--- src/rtl/y86_seq_controller.sv ---
// Multi-cycle sequencer for the Y86-64 SEQ datapath: walks each instruction through
// its six stages, waits on the memory handshakes and reports the Y86 status code.
module y86_seq_controller #(
   parameter int MEM_TIMEOUT = 15,
   parameter int CNT_W       = 32
) (
   input  logic             clk,
   input  logic             rst_n,
   input  logic             imem_ready,
   input  logic             imem_error,
   input  logic [3:0]       icode,
   input  logic             dmem_ready,
   input  logic             dmem_error,
   output logic             fetch_en,
   output logic             decode_en,
   output logic             execute_en,
   output logic             mem_en,
   output logic             wb_en,
   output logic             pc_en,
   output logic             dmem_req,
   output logic             halted,
   output logic [2:0]       stat,
   output logic [CNT_W-1:0] cycle_count,
   output logic [CNT_W-1:0] instr_count
);

   typedef enum logic [2:0] {
      S_IDLE, S_FETCH, S_DECODE, S_EXECUTE, S_MEMORY, S_WRITEBACK, S_PCUPD, S_HALT
   } state_t;

   localparam logic [2:0] STAT_AOK = 3'd1;
   localparam logic [2:0] STAT_HLT = 3'd2;
   localparam logic [2:0] STAT_ADR = 3'd3;
   localparam logic [2:0] STAT_INS = 3'd4;
   localparam logic [7:0] TMO_LAST = 8'(MEM_TIMEOUT - 1);

   state_t     state;
   logic [3:0] icode_q;
   logic [7:0] tmo_cnt;

   function automatic logic is_mem_icode(input logic [3:0] ic);
      case (ic)
         4'h4, 4'h5, 4'h8, 4'h9, 4'hA, 4'hB: is_mem_icode = 1'b1;
         default:                            is_mem_icode = 1'b0;
      endcase
   endfunction

   // Enables are a pure decode of the registered state, so they hold for the whole cycle.
   assign fetch_en   = (state == S_FETCH);
   assign decode_en  = (state == S_DECODE);
   assign execute_en = (state == S_EXECUTE);
   assign mem_en     = (state == S_MEMORY);
   assign wb_en      = (state == S_WRITEBACK);
   assign pc_en      = (state == S_PCUPD);
   assign dmem_req   = (state == S_MEMORY) && is_mem_icode(icode_q);
   assign halted     = (state == S_HALT);

   // NOTE: every register here is updated with <= so all of them see the same pre-edge values.
   always_ff @(posedge clk) begin
      if (!rst_n) begin
         state       <= S_IDLE;
         stat        <= STAT_AOK;
         cycle_count <= '0;
         instr_count <= '0;
         icode_q     <= 4'h0;
         tmo_cnt     <= 8'd0;
      end else begin
         if (state != S_HALT)
            cycle_count <= cycle_count + CNT_W'(1);

         case (state)
            S_IDLE: state <= S_FETCH;
            S_FETCH: begin
               if (imem_ready) begin
                  if (imem_error) begin
                     stat  <= STAT_ADR;
                     state <= S_HALT;
                  end else if (icode > 4'hB) begin
                     stat  <= STAT_INS;
                     state <= S_HALT;
                  end else if (icode == 4'h0) begin
                     stat  <= STAT_HLT;
                     state <= S_HALT;
                  end else begin
                     icode_q <= icode;
                     state   <= S_DECODE;
                  end
               end
            end
            S_DECODE: state <= S_EXECUTE;
            S_EXECUTE: begin
               tmo_cnt <= 8'd0;
               state   <= S_MEMORY;
            end
            S_MEMORY: begin
               // A ready that lands on the final allowed cycle still wins over the timeout.
               if (!is_mem_icode(icode_q)) begin
                  state <= S_WRITEBACK;
               end else if (dmem_ready) begin
                  if (dmem_error) begin
                     stat  <= STAT_ADR;
                     state <= S_HALT;
                  end else begin
                     state <= S_WRITEBACK;
                  end
               end else if (tmo_cnt == TMO_LAST) begin
                  stat  <= STAT_ADR;
                  state <= S_HALT;
               end else begin
                  tmo_cnt <= tmo_cnt + 8'd1;
               end
            end
            S_WRITEBACK: state <= S_PCUPD;
            S_PCUPD: begin
               instr_count <= instr_count + CNT_W'(1);
               state       <= S_FETCH;
            end
            S_HALT:  state <= S_HALT;
            default: state <= S_IDLE;
         endcase
      end
   end

endmodule
--- config.mk ---
export PLATFORM = sky130hd
export DESIGN_NAME = y86_seq_controller
export DESIGN_NICKNAME = d
export VERILOG_FILES = /design/src/rtl/y86_seq_controller.sv
export SDC_FILE = /design/constraint.sdc
export NUM_CORES = 1
export LEC_CHECK = 0
export ABC_AREA = 1
export BUFFER_PORTS_ARGS = -buffer_cell sky130_fd_sc_hd__buf_2
export CAP_MARGIN = 20
export CELL_PAD_IN_SITES_DETAIL_PLACEMENT = 1
export CELL_PAD_IN_SITES_GLOBAL_PLACEMENT = 1
export CORE_ASPECT_RATIO = 1.2
export CORE_MARGIN = 1
export CORE_UTILIZATION = 42
export DETAILED_ROUTE_END_ITERATION = 7
export PLACE_DENSITY_LB_ADDON = 0.15
export RECOVER_POWER = 25
export REMOVE_ABC_BUFFERS = 1
export SYNTH_ARGS = -nofsm -noshare
export SYNTH_HDL_FRONTEND = slang
export SYNTH_SLANG_ARGS = --single-unit
--- constraint.sdc ---
create_clock -name clk -period 3.2 [get_ports clk]
set_input_delay 0.64 -clock clk [delete_from_list [all_inputs] [get_ports clk]]
set_output_delay 0.64 -clock clk [all_outputs]
set_load 0.02 [all_outputs]
==> flow_summary_export.csv, run 1 <==
group,metric,value,unit
synthesis,ys_seq_area_frac,0.361,
synthesis,syn_area,4490,µm²
floorplan,initial_core_util,0.429,
synthesis,ys_warn_count,0,
finish,nNetsFinal,804,
floorplan,core_area,10500,µm²
finish,area_delta_synth_final,18.0,%
sta,finalMaxSlewViolations,0,
pwr,p_sw,656,µW
grt,grt_pass1_vias,4905,
floorplan,placementRows,41,
pwr,power.internal,1.80,mW
pwr,p_seq_frac,0.438,
route,drt-total-wl,13300,µm
setup_path,critPathBufInv,1,
synthesis,avgSynthCellArea,6.37,µm²
clock_network,cts_num_sinks,81,
synthesis,synth_seq_cells,81,
placed_design,dpl.hpwl,9880,µm
sta,finClkSkew,0.00833,ns
worst_hold_path,min_path_type,"flop to flop",
pwr,swShare,0.267,
route,dr.first_iter.drc_count,154,
clock_network,cts_resized,0,
clock_network,numCtsBuffers,9,
outcome,outcome,"completed",
pwr,power_leakage,2.32,nW
placed_design,routabilityCongestion,0.830,
clock_network,clkTransAtPathRegs,0.06,ns
setup_path,reg2reg_setup_slack,1.28,ns
clock_network,cts_tree,"yes",
finish,post-route-util,0.507,
setup_path,cp-end-kind,"output port",
sta,tightest_slew,1.19,ns
flow_run,max-cap-violations,0,
sta,finalSetupViolCount,0,
synthesis,ys.flop_type,"dfxtp_1",
setup_path,worst-endpoint-required,2.56,ns
grt,grt_overflow_total,0,
floorplan,io_pins,85,
pwr,power_frac_comb,0.109,
clock_network,cts_buffer_depth,2,
setup_path,start_kind,"flop",
setup_path,cp_slowest_stage_delay,0.57,ns
clock_network,clock_insertion_delay_worst_skew,0.34,ns
synthesis,synth_edf_count,0,
grt,grt_pass1_wl,22000,µm
clock_network,cts_setup_buffers,0,
grt,grt_max_degree,58,
route,drc,0,
placed_design,placed_area,5020,µm²
sta,min_period_over_period,0.721,
setup_path,path_class,"flop to output port",
grt,antenna_found_initial,0,
setup_path,reg2reg_from,"cycle_count[0]",
route,via_per_inst,5.16,
sta,finalSetupTns,0,ns
pwr,power.density,464,nW/µm²
sta,hold_slack,0.472,ns
sta,hold_violations,0,
pwr,peakVddDrop,0.225,mV
clock_network,h-tree-depth,3,
sta,clock.fmax,0.434,GHz
grt,grt.total_usage,0.253,
sta,relSlewSlack,0.209,
setup_path,crit_path_cell_trace,"nor2_1 > nand2_1 > nor2_1 > buf_2",
sta,period_minus_slack,2.31,ns
setup_path,cp_max_fo,12,
finish,drive_gt1_frac,0.128,
placed_design,portBuffers,84,
setup_path,crit_top_cell,"nor2_1",
floorplan,die_area,11100,µm²
pwr,clkPwrFrac,0.453,
pwr,finalPower,2.46,mW
setup_path,crit_family,"simple AND/OR/NAND/NOR gates",
synthesis,synthCells,705,
finish,design_area,5300,µm²
synthesis,yosys.cell_types.count,35,
clock_network,cts_hold_buffers,0,
finish,antenna_cells,0,
clock_network,root_buffer,"clkbuf_16",
worst_hold_path,worstHoldStart,"icode_q[1]",
route,drtAntennaViolNets,0,
sta,rsz0062_at_grt,"false",
setup_path,cp.arrival,1.67,ns
route,wl_per_cell,14.4,µm
floorplan,die_y,115,µm
route,firstDrtPassIters,6,
setup_path,cp-startpoint,"state[0]",
setup_path,cp_slowest_cell,"dfxtp_1",
floorplan,die_w,96.4,µm
synthesis,async_reset_ff_frac,0,
route,route.vias.total,4772,
==> power groups by stage <==
stage	Combinational (mW)	Clock [mW]	Sequential, mW
4_1_cts	0.275	1.13	1.08
5_1_grt	0.303	1.17	1.08
6_report	0.269	1.11	1.08
2_1_floorplan	0.168	0	1.11
3_3_place_gp	0.260	0	1.09
3_5_place_dp	0.271	0	1.10
==> final timing paths <==
check                          to  depth (start not counted)
hold / removal         icode_q[1]                          2
setup reg to reg  cycle_count[14]                         10
hold reg to reg        icode_q[1]                          2
setup / recovery         dmem_req                          4
==> Yosys cell counts (all sizes together) (2+ instances only) <==
library cell	count	area [µm²]
a21oi	42	210
and2	2	12.5
and3	2	12.5
buf	7	53.8
clkbuf	5	18.8
dfxtp	81	1620
ha	4	50.1
inv	97	364
nand2	176	673
nand3	55	328
nand3b	2	15.0
nand4	21	131
nor2	143	619
nor3	18	90.1
nor3b	2	15.0
o21a	2	15.0
o21ai	36	184
o21bai	4	33.8
xor2	3	26.3
==> kinds of logic (layout without fill, tap and decap cells) <==
logic type,Yosys count,after routing,synth area share
XOR/XNOR,4,4,0.00780
AO/OA/AOI/OAI,85,85,0.100
AND/OR/NAND/NOR,421,421,0.422
buffers and inverters,110,200,0.0980
adder cells (fa/ha/maj),4,4,0.0111
flip-flops,81,81,0.361
==> flip-flops by register name (all words and copies together) (netlist names), named ones only <==
register     cells
cycle_count     32
tmo_cnt          8
icode_q          3
state            2
instr_count     32
stat             3
==> tightest hold or removal path, stage by stage (launching register included) <==
cell	delay, ns
dfxtp_1	0.31
nand2_1	0.06
a21oi_1	0.05
==> layer usage <==
layer | routed length, µm | track usage | vias to the layer above | share of wire
met2 | 7090 | 0.475 | 61 | 0.53
met3 | 325 | 0.0496 | 20 | 0.025
met4 | 229 | 0.0824 | 0 | 0.017
met1 | 5620 | 0.280 | 2280 | 0.42
li1 | - | - | 2411 | -
met5 | 0 | 0 | - | 0
==> layout make-up <==
type | instances | area (µm²)
Tap cell | 129 | 161
Clock inverter | 6 | 91.3
Clock buffer | 10 | 229
Timing Repair Buffer | 86 | 399
Inverter | 98 | 368
Multi-Input combinational cell | 514 | 2430
Fill cell | 1475 | 5160
Sequential cell | 81 | 1620
==> metrics by stage <==
| step | instances | worst slack, ns |
|---|---|---|
| 6_report | 924 | 0.893 |
| 5_1_grt | 924 | 0.719 |
| 3_5_place_dp | 908 | 1.22 |
| 3_3_place_gp | 908 | 1.26 |
| 2_1_floorplan | 693 | 1.40 |
| 4_1_cts | 924 | 0.866 |
==> placed cells by master, fill, tap and decap left out, types with 2 or more instances in the layout <==
cell | netlist | final
nand2_1 | 171 | 171
nor2_1 | 131 | 131
inv_1 | 94 | 94
dfxtp_1 | 81 | 81
buf_2 | 1 | 57
nand3_1 | 49 | 49
a21oi_1 | 42 | 42
o21ai_0 | 33 | 33
clkbuf_1 | 5 | 28
nand4_1 | 21 | 21
nor3_1 | 18 | 18
clkbuf_16 | 0 | 9
nand2_2 | 5 | 5
nor2_4 | 5 | 5
nor2_2 | 5 | 5
ha_1 | 4 | 4
xor2_1 | 3 | 3
inv_2 | 3 | 3
o21bai_1 | 3 | 3
nand3_4 | 3 | 3
nand3_2 | 3 | 3
nand3b_1 | 2 | 2
and3_1 | 2 | 2
o21a_1 | 2 | 2
nor2_8 | 2 | 2
and2_1 | 2 | 2
o21ai_1 | 2 | 2
nor3b_1 | 2 | 2
bufinv_16 | 0 | 2
clkinv_4 | 0 | 2
Power figures use the tool's default switching activity.
==> run 2: changes to the inputs <==
--- a/config.mk
+++ b/config.mk
@@ -12,7 +12,7 @@
 export CELL_PAD_IN_SITES_GLOBAL_PLACEMENT = 1
 export CORE_ASPECT_RATIO = 1.2
 export CORE_MARGIN = 1
-export CORE_UTILIZATION = 42
+export CORE_UTILIZATION = 39
 export DETAILED_ROUTE_END_ITERATION = 7
 export PLACE_DENSITY_LB_ADDON = 0.15
 export RECOVER_POWER = 25
==> constraint.sdc (replaced) <==
create_clock -name clk -period 2.2 [get_ports clk]
set_input_delay 0.44 -clock clk [delete_from_list [all_inputs] [get_ports clk]]
set_output_delay 0.44 -clock clk [all_outputs]
set_load 0.02 [all_outputs]
==> run 2 against run 1 <==
  * Critical path depth fell by 1
  * Sequential cell count unchanged
  * Sequential power grew 44%
  * Total power increased by 49%
  * Combinational power increased by 61%
  * Core utilization is 2.6 points lower
  * Critical endpoint is now halted
  * Highest routed layer unchanged
  * Largest power group unchanged
==> flow_summary_export.csv, run 2 (synthesis gave the netlist of run 1 again) <==
group,metric,value,unit
outcome,outcome,"completed",
placed_design,routabilityCongestion,0.851,
grt,use_met2,0.419,
finish,reg_top3,"cycle_count (32), instr_count (32), tmo_cnt (8)",
finish,final_cell_mix,"nand2_1, nor2_1, inv_1, dfxtp_1, buf_2",
grt,grt_use_met1,0.279,
grt,grt_pass1_wl,22700,µm
pwr,peakVddDrop,0.409,mV
route,firstDrtPassIters,4,
sta,clock.fmax,0.491,GHz
sta,hold_violations,0,
grt,top_usage_layer,"met2",
pwr,finalPower,3.66,mW
clock_network,numCtsBuffers,9,
setup_path,cp-end-kind,"output port",
worst_hold_path,min_path_type,"primary input to flop",
placed_design,portBuffers,84,
clock_network,cts_num_sinks,81,
sta,min_period_over_period,0.926,
clock_network,h-tree-depth,3,
setup_path,cp_max_fo,13,
floorplan,initial_core_util,0.403,
placed_design,dpl.hpwl,10100,µm
flow_run,max-cap-violations,0,
route,dr.first_iter.drc_count,147,
finish,nNetsFinal,807,
clock_network,cts_setup_buffers,0,
sta,hold_slack,0.387,ns
finish,drive_gt1_frac,0.123,
sta,period_minus_slack,2.04,ns
grt,grt_max_degree,58,
floorplan,core_area,11100,µm²
clock_network,root_buffer,"clkbuf_16",
sta,finalMaxSlewViolations,0,
sta,worst_slack,0.163,ns
pwr,power.density,682,nW/µm²
grt,grt_overflow_total,0,
placed_design,dp.cells,936,
setup_path,reg2regPathDepth,9,
route,drtAntennaViolNets,0,
clock_network,cts_buffer_depth,2,
route,wl_per_cell,14.2,µm
grt,antenna_found_initial,0,
setup_path,start_kind,"flop",
grt,grt.total_usage,0.235,
route,drt-total-wl,13500,µm
grt,global_route.usage.met3,0.0326,
floorplan,placementRows,42,
placed_design,post-place-ws,0.289,ns
setup_path,path_class,"flop to output port",
route,via_per_inst,5.07,
pwr,power_leakage,2.28,nW
worst_hold_path,whs_path_depth,3,
finish,layout_commonest_cell,"nand2_1",
finish,finalNonFillerCells,952,
finish,antenna_cells,0,
sta,relSlewSlack,0.654,
floorplan,die_w,100,µm
clock_network,cts_hold_buffers,0,
clock_network,cts_tree,"yes",
sta,tightest_slew,0.514,ns
setup_path,cp.arrival,1.60,ns
sta,finClkSkew,0.00441,ns
route,drc,0,
floorplan,die_y,120,µm
floorplan,io_pins,85,
sta,rsz0062_at_grt,"false",
clock_network,clkTransAtPathRegs,0.06,ns
floorplan,die_area,12000,µm²
setup_path,worst-endpoint-required,1.76,ns
clock_network,clock_insertion_delay_worst_skew,0.34,ns
route,route.vias.total,4831,
finish,area_delta_synth_final,19.3,%
clock_network,cts_resized,1,
grt,grt_pass1_vias,4883,
sta,finalSetupViolCount,0,
sta,finalSetupTns,0,ns
-- run 2: through the flow --
step	cell area (µm²)	util
2_1_floorplan	4420	-
3_3_place_gp	5080	0.456
3_5_place_dp	5080	0.456
4_1_cts	5420	0.487
5_1_grt	5360	0.481
6_report	5360	0.481
-- run 2: power by group --
group	total (mW)	internal [mW]	switching, mW	leakage [nW]
clock network	1.67	1.05	0.620	0.162
logic	0.434	0.131	0.303	1.46
registers	1.55	1.51	0.0430	0.654
total	3.66	2.69	0.966	2.28
-- run 2: layout make-up --
type | count | area, µm²
sequential | 81 | 1620
inverter | 98 | 368
clock buffer | 11 | 253
tap | 154 | 193
clock inverter | 5 | 77.6
fill | 1561 | 5780
multi-input combinational | 514 | 2420
timing repair buffer | 89 | 427
-- run 2: critical path, cell delays in order (launching register included) --
cell and delay (ns):
dfxtp_1 0.53, nand3_2 0.30, inv_1 0.23, buf_2 0.19
-- run 2: path summary, 6_finish.rpt --
kind / start / to / slack, ns
worst max-delay path: state[1] / halted / 0.16
worst min-delay path: icode[1] / icode_q[1] / 0.39
worst max register to register: state[0] / instr_count[13] / 0.22
worst min register to register: stat[2] / stat[2] / 0.46
-- run 2: routing by layer --
layer / up-vias / share of wire
met5: - / 0
met4: 0 / 0.023
met3: 27 / 0.030
met2: 77 / 0.51
met1: 2306 / 0.44
li1: 2421 / -
==> run 3: changes to the inputs <==
--- a/config.mk
+++ b/config.mk
@@ -8,11 +8,9 @@
 export ABC_AREA = 1
 export BUFFER_PORTS_ARGS = -buffer_cell sky130_fd_sc_hd__buf_2
 export CAP_MARGIN = 20
-export CELL_PAD_IN_SITES_DETAIL_PLACEMENT = 1
-export CELL_PAD_IN_SITES_GLOBAL_PLACEMENT = 1
 export CORE_ASPECT_RATIO = 1.2
 export CORE_MARGIN = 1
-export CORE_UTILIZATION = 39
+export CORE_UTILIZATION = 45
 export DETAILED_ROUTE_END_ITERATION = 7
 export PLACE_DENSITY_LB_ADDON = 0.15
 export RECOVER_POWER = 25
==> run 3 against run 2 <==
  * Core utilization increased by 6.8 points
  * Setup slack gained 0.0015 ns
  * Critical endpoint is now pc_en
  * Cell area is 1.4% lower
  * Non-clock buffer count decreased by 1
  * Critical path type unchanged
  * Largest power group unchanged
==> flow_summary_export.csv, run 3 (synthesis gave the netlist of run 1 again) <==
group,metric,value,unit
grt,grt_pass1_wl,18700,µm
placed_design,post-place-ws,0.392,ns
finish,fillCellCount,972,
clock_network,cts_buffer_depth,2,
worst_hold_path,min_path_type,"primary input to flop",
finish,reg_top3,"cycle_count (32), instr_count (32), tmo_cnt (8)",
sta,rsz0062_at_grt,"false",
grt,grt.total_usage,0.224,
placed_design,placed_area,5030,µm²
sta,tightest_slew,0.603,ns
floorplan,io_pins,85,
outcome,outcome,"completed",
grt,grt_overflow_total,0,
setup_path,cp.arrival,1.60,ns
route,drt-total-wl,11200,µm
setup_path,cp_max_fo,8,
pwr,power_leakage,2.29,nW
floorplan,core_area,9610,µm²
clock_network,clkTransAtPathRegs,0.06,ns
route,route.vias.total,4647,
finish,area_delta_synth_final,17.5,%
finish,antenna_cells,0,
sta,period_minus_slack,2.04,ns
clock_network,root_buffer,"clkbuf_16",
floorplan,placementRows,39,
pwr,power.density,666,nW/µm²
route,firstDrtPassIters,4,
sta,hold_slack,0.398,ns
clock_network,numCtsBuffers,9,
sta,finalMaxSlewViolations,0,
pwr,p_sw,923,µW
clock_network,cts_tree,"yes",
setup_path,start_kind,"flop",
flow_run,max-cap-violations,0,
finish,drive_gt1_frac,0.122,
setup_path,path_class,"flop to output port",
pwr,swShare,0.263,
route,dr.first_iter.drc_count,261,
finish,nNetsFinal,806,
sta,finClkSkew,0.00565,ns
route,drtAntennaViolNets,0,
pwr,clkPwrFrac,0.449,
sta,finalSetupTns,0,ns
clock_network,cts_setup_buffers,0,
placed_design,dp.cells,904,
sta,worst_slack,0.165,ns
finish,finalNonFillerCells,920,
route,drc,0,
floorplan,die_y,111,µm
sta,clock.fmax,0.491,GHz
route,wl_per_cell,12.2,µm
grt,grt_pass1_vias,4169,
sta,relSlewSlack,0.595,
grt,antenna_found_initial,0,
pwr,p_seq_frac,0.443,
clock_network,clock_insertion_delay_worst_skew,0.34,ns
pwr,power.internal,2.59,mW
floorplan,die_w,93.2,µm
pwr,peakVddDrop,0.399,mV
setup_path,worst-endpoint-required,1.76,ns
floorplan,die_area,10400,µm²
placed_design,dpl.hpwl,8260,µm
sta,hold_violations,0,
clock_network,cts_num_sinks,81,
sta,finalSetupViolCount,0,
setup_path,cp-end-kind,"output port",
placed_design,routabilityCongestion,0.871,
clock_network,h-tree-depth,3,
placed_design,portBuffers,84,
sta,min_period_over_period,0.925,
pwr,power_frac_comb,0.107,
finish,layout_commonest_cell,"nand2_1",
floorplan,initial_core_util,0.468,
finish,final_cell_mix,"nand2_1, nor2_1, inv_1, dfxtp_1",
grt,grt_max_degree,58,
route,via_per_inst,5.05,
finish,design_area,5280,µm²
-- run 3: cell types whose count changed in the layout (fill, tap and decap cells not counted), sizes merged --
| cell | change |
|---|---|
| clkinvlp | +1 |
| bufinv | -1 |
| clkinv | -1 |
-- run 3: metrics by stage --
step / util / power (mW)
4_1_cts: 0.556 / 3.55
2_1_floorplan: - / 1.85
5_1_grt: 0.550 / 3.67
3_3_place_gp: 0.523 / 1.97
6_report: 0.550 / 3.52
3_5_place_dp: 0.523 / 1.98
-- run 3: worst paths after layout --
kind	slack (ns)	from	cells past startpoint	end
setup / recovery	0.16	flop	3	pc_en
hold / removal	0.40	icode[1]	3	icode_q[1]
hold reg to reg	0.46	stat[2]	2	stat[2]
setup reg to reg	0.25	flop	8	instr_count[19]
-- run 3: power groups by stage --
stage	logic [mW]	clock network (mW)	registers, mW
3_5_place_dp	0.383	0	1.60
5_1_grt	0.424	1.68	1.57
6_report	0.378	1.58	1.56
2_1_floorplan	0.244	0	1.61
3_3_place_gp	0.375	0	1.59
4_1_cts	0.385	1.60	1.56
-- run 3: metal layers --
layer  vias up  track usage  part of all wire
li1       2422            -                 -
met1      2104        0.262              0.44
met2       106        0.395              0.50
met3        15       0.0533             0.043
met4         0       0.0769             0.017
met5         -            0                 0
-- run 3: repair_timing --
action	CTS	global route
hold buffers	0	0
setup endpoints to repair	0	1
gates resized for setup	0	1
-- run 3: area by class of cell --
class                           count  area, µm²  area share
Multi-Input combinational cell    514       2410       0.457
Inverter                           98        368      0.0696
Sequential cell                    81       1620       0.307
Clock buffer                       12        267      0.0505
Clock inverter                      4       50.0     0.00947
Timing Repair Buffer               88        408      0.0772
Tap cell                          123        154      0.0291
-- run 3: critical path: stages, from the launching register on --
cell     delay, ns
dfxtp_1       0.50
nand2_2       0.10
nor2_1        0.41
buf_2         0.26
